===== config.mk =====
export PLATFORM = sky130hd
export DESIGN_NAME = imem_loader
export DESIGN_NICKNAME = d
export VERILOG_FILES = /design/src/rtl/imem_loader.sv
export SDC_FILE = /design/constraint.sdc
export NUM_CORES = 1
export LEC_CHECK = 0
export CAP_MARGIN = 0
export CORE_MARGIN = 1.5
export CORE_UTILIZATION = 45
export CTS_BUF_LIST = sky130_fd_sc_hd__clkbuf_8
export DETAILED_ROUTE_END_ITERATION = 16
export PLACE_DENSITY = 0.71
export SLEW_MARGIN = 40
export SYNTH_ARGS = -nofsm -noshare
export SYNTH_HDL_FRONTEND = slang
export SYNTH_SLANG_ARGS = --single-unit
export TNS_END_PERCENT = 1

===== constraint.sdc =====
create_clock -name clk -period 2.8 [get_ports clk]
set_input_delay 0.7 -clock clk [delete_from_list [all_inputs] [get_ports clk]]
set_output_delay 0.7 -clock clk [all_outputs]
set_load 0.01 [all_outputs]

===== src/rtl/imem_loader.sv =====
// Loads a framed program image from a byte stream into instruction memory and holds the core in reset until the checksum matches.
// Write strobe lands one cycle after a word's 4th byte; in_ready stays high through it, so words stream at one byte per cycle.
module imem_loader #(
    parameter int ADDR_WIDTH = 10,
    parameter int TIMEOUT    = 1024
) (
    input  logic                  clk,
    input  logic                  rst,
    input  logic                  start,
    input  logic [7:0]            in_data,
    input  logic                  in_valid,
    output logic                  in_ready,
    output logic                  imem_we,
    output logic [ADDR_WIDTH-1:0] imem_addr,
    output logic [31:0]           imem_wdata,
    output logic                  core_rst,
    output logic                  busy,
    output logic                  done,
    output logic                  error,
    output logic [1:0]            err_code,
    output logic [ADDR_WIDTH:0]   words_loaded
);

    localparam int          TW       = $clog2(TIMEOUT + 1);
    localparam logic [16:0] CAPACITY = 17'(1) << ADDR_WIDTH;

    typedef enum logic [2:0] {
        S_IDLE, S_LEN_HI, S_LEN_LO, S_DATA, S_CSUM, S_DONE, S_ERROR
    } state_t;

    state_t                r_state;
    logic [7:0]            r_len_hi;
    logic [15:0]           r_len;
    logic [15:0]           r_wcnt;
    logic [31:0]           r_word;
    logic [1:0]            r_byte_idx;
    logic [7:0]            r_csum;
    logic [TW-1:0]         r_tmo;
    logic [ADDR_WIDTH-1:0] r_addr;
    logic                  r_we;
    logic [31:0]           r_wdata;
    logic                  r_core_rst;
    logic                  r_busy;
    logic                  r_done;
    logic                  r_error;
    logic [1:0]            r_err_code;
    logic [ADDR_WIDTH:0]   r_words;

    logic        w_accept;
    logic        w_tmo_hit;
    logic [15:0] w_len;
    logic [31:0] w_word;

    assign w_accept  = in_valid && r_busy;
    // An accepted byte in the expiring cycle rescues the load.
    assign w_tmo_hit = !w_accept && (r_tmo == TW'(TIMEOUT - 1));
    assign w_len     = {r_len_hi, in_data};
    assign w_word    = {r_word[23:0], in_data};

    always_ff @(posedge clk) begin
        if (rst) begin
            r_state    <= S_IDLE;
            r_len_hi   <= '0;
            r_len      <= '0;
            r_wcnt     <= '0;
            r_word     <= '0;
            r_byte_idx <= '0;
            r_csum     <= '0;
            r_tmo      <= '0;
            r_addr     <= '0;
            r_we       <= 1'b0;
            r_wdata    <= '0;
            r_core_rst <= 1'b1;
            r_busy     <= 1'b0;
            r_done     <= 1'b0;
            r_error    <= 1'b0;
            r_err_code <= 2'b00;
            r_words    <= '0;
        end else begin
            r_we <= 1'b0;
            if (r_we) begin
                r_words <= r_words + 1'b1;
                // Saturate so a full-capacity load leaves the address at the top word.
                if (r_addr != '1)
                    r_addr <= r_addr + 1'b1;
            end
            case (r_state)
                S_IDLE, S_DONE, S_ERROR: begin
                    if (start) begin
                        r_state    <= S_LEN_HI;
                        r_busy     <= 1'b1;
                        r_core_rst <= 1'b1;
                        r_done     <= 1'b0;
                        r_error    <= 1'b0;
                        r_err_code <= 2'b00;
                        r_words    <= '0;
                        r_addr     <= '0;
                        r_csum     <= '0;
                        r_tmo      <= '0;
                        r_byte_idx <= '0;
                        r_wcnt     <= '0;
                    end
                end
                default: begin
                    r_tmo <= w_accept ? '0 : r_tmo + 1'b1;
                    if (w_tmo_hit) begin
                        r_state    <= S_ERROR;
                        r_busy     <= 1'b0;
                        r_error    <= 1'b1;
                        r_err_code <= 2'b11;
                    end else if (w_accept) begin
                        case (r_state)
                            S_LEN_HI: begin
                                r_len_hi <= in_data;
                                r_state  <= S_LEN_LO;
                            end
                            S_LEN_LO: begin
                                r_len <= w_len;
                                if ({1'b0, w_len} > CAPACITY) begin
                                    r_state    <= S_ERROR;
                                    r_busy     <= 1'b0;
                                    r_error    <= 1'b1;
                                    r_err_code <= 2'b10;
                                end else if (w_len == 16'd0) begin
                                    r_state <= S_CSUM;
                                end else begin
                                    r_state <= S_DATA;
                                end
                            end
                            S_DATA: begin
                                r_word     <= w_word;
                                r_csum     <= r_csum ^ in_data;
                                r_byte_idx <= r_byte_idx + 1'b1;
                                if (r_byte_idx == 2'd3) begin
                                    r_we    <= 1'b1;
                                    r_wdata <= w_word;
                                    r_wcnt  <= r_wcnt + 1'b1;
                                    if (r_wcnt + 16'd1 == r_len)
                                        r_state <= S_CSUM;
                                end
                            end
                            S_CSUM: begin
                                r_busy <= 1'b0;
                                if (in_data == r_csum) begin
                                    r_state    <= S_DONE;
                                    r_done     <= 1'b1;
                                    r_core_rst <= 1'b0;
                                end else begin
                                    r_state    <= S_ERROR;
                                    r_error    <= 1'b1;
                                    r_err_code <= 2'b01;
                                end
                            end
                            default: ;
                        endcase
                    end
                end
            endcase
        end
    end

    assign in_ready     = r_busy;
    assign busy         = r_busy;
    assign imem_we      = r_we;
    assign imem_addr    = r_addr;
    assign imem_wdata   = r_wdata;
    assign core_rst     = r_core_rst;
    assign done         = r_done;
    assign error        = r_error;
    assign err_code     = r_err_code;
    assign words_loaded = r_words;

endmodule


==> results.ini <==
[power]
power_leakage_nw=2.79
powerDensity_nw_per_um2=655
p_total_mw=5.41
vdd_drop_max_mv=0.416

[routing]
vias=6217
ant_nets=0
drt-vias-per-instance=5.47
wl_per_cell_microns=14.9
drt_wl_total_mm=16.9
drtIter0Drc=420
drc=0
first_pass_iters=5

[die]
io_pins=73
fp.coreArea_sq_um=15100
row_count=45
fp.dieH_microns=127
die-area_sq_um=16100
initial_core_util=0.457
dieWidth_microns=127

[clocking]
clkTransAtPathRegs_ps=90
cts-buffers-inserted=17
cts_sinks=148
clk_path_buf_depth=2
clockRootBuffer=clkbuf_8
cts-resized-gates=0
hold_buffers=0
postCtsSetupBuffers=0
clk-insertion-delay-late_ps=460
h-tree-depth=4
cts_tree=done

[cells_and_area]
drive_above_1_share=0.0970
antenna_cells=0
utilization=0.548
n_fill_cell=1396
syn2layout_area_growth_pct=19.9
finalNetCount=953
final_cell_mix=152 x nand2_1, 148 x dfxtp_1, 104 x a21oi_1
final_common_cell=nand2_1

[timing]
min_period_over_period=0.881
slew_headroom=0.622
setup_tns_ps=0
skew_ps=16.5
worstMarginPinSlew_ps=565
slew_violations=0
setup_viol=0
max_clock_freq_mhz=405
finalHoldViolCount=0
rsz0062_at_grt=no
period_needed_ps=2470

[critical_path]
crit_arrival_ps=2800
worstReg2RegStart=r_wcnt[0]
critPathLaunchType=input pin
crit_fanout=5
cp-startpoint=in_data[0]
critPathRequiredTime_ps=3140
worst_setup_path_end_kind=register
r2r_slack_ps=380
crit_type=input pin to register

[placement]
hpwlAfterDp_mm=11.7
gp_congestion=0.940
place.port_buffers=72

[synth]
syn_nets=883
synth-seq-cells=148
synth_edf_count=0
syn-cell-area_sq_um=6890
synth.distinct_cells=61
synth.area.top_cells=dfxtp_1 43%, nand2_1 8.3%, a21oi_1 7.6%
synthFlopType=dfxtp_1
async_flop_share=0
yosysSeqAreaShare=0.430
synth_area_leader_cell=dfxtp_1
synthCells=865
synth_top_area_share=0.430
yosysWarnings=0
syn_area_per_cell_sq_um=7.97

[global_routing]
grt_pass1_vias=5357
grt.total_usage=0.214
antenna_found_initial=0
grt_overflow_total=0
grt_pass1_wl_mm=27.6
grt_max_degree=75

[hold_path]
hp-start=r_word[23]
hold_path_class=register to register

[outcome]
outcome=completed

[run]
maxCapViolCount=0

-- layout make-up --
type                       instances  area, sq um  area share
clock inverter                    15          126      0.0153
tap                              188          235      0.0285
multi-input combinational        647         3630       0.440
sequential                       148         2960       0.359
timing repair buffer             110         1030       0.124
inverter                          11         41.3     0.00500
clock buffer                      17          234      0.0283
-- cell usage after synthesis (9+ instances only) --
master,count
or3_1,11
o21ai_0,40
nand4_1,16
a21oi_1,104
xor2_1,16
and3_1,17
nand2b_1,13
nor2_1,104
nor3_1,9
clkbuf_1,40
mux2i_1,26
dfxtp_1,148
nand2_1,152
nand3_1,21
xnor2_1,20
inv_1,11
-- critical path: stages --
cell and delay, ps:
clkdlybuf4s50_1 470, buf_4 170, xnor2_1 160, nand4_1 110, nor4_1 260, buf_4 190
nand2b_1 70, o31ai_2 380, mux2i_1 230, nor2_1 50
-- power breakdown --
part | switching (mW) | leakage (nW) | internal (mW)
clock | 0.909 | 0.177 | 0.635
combinational | 0.938 | 1.42 | 0.615
sequential | 0.107 | 1.19 | 2.20
-- routing by layer --
layer,GRT usage,up-vias,part of all wire
met3,0.0430,17,0.042
li1,-,3136,-
met4,0.0762,0,0.016
met2,0.331,149,0.46
met5,0,-,0
met1,0.298,2915,0.48
-- stage by stage --
step                hold WS, ps  setup slack (ps)  area [sq um]  cells
finish                      457               333          8260   1136
global route                476               160          8260   1136
CTS                         456               399          8260   1136
detailed placement          443             -89.2          7900   1104
global placement            443             -53.6          7900   1104
floorplan                   432               490          6890    865
-- path summary, 6_finish.rpt --
path | to | depth (start not counted)
hold / removal | imem_wdata[31] | 2
setup reg to reg | r_state[2] | 8
hold reg to reg | imem_wdata[31] | 2
setup / recovery | error | 10
-- registers in the layout (all words and copies together) (netlist names), 10 cells and up --
register	cells
imem_wdata	32
r_wcnt	16
r_len	16
r_tmo	11
r_word	24
imem_addr	10
words_loaded	11
-- cells by family after synthesis --
kind of cell	share of synthesized area
compound gates	0.156
fa+ha+maj	0.0120
buf+inv	0.0434
mux	0.0378
flops	0.430
simple gates	0.268
xor+xnor	0.0521
Note: power is estimated with default switching activity, not from simulation.
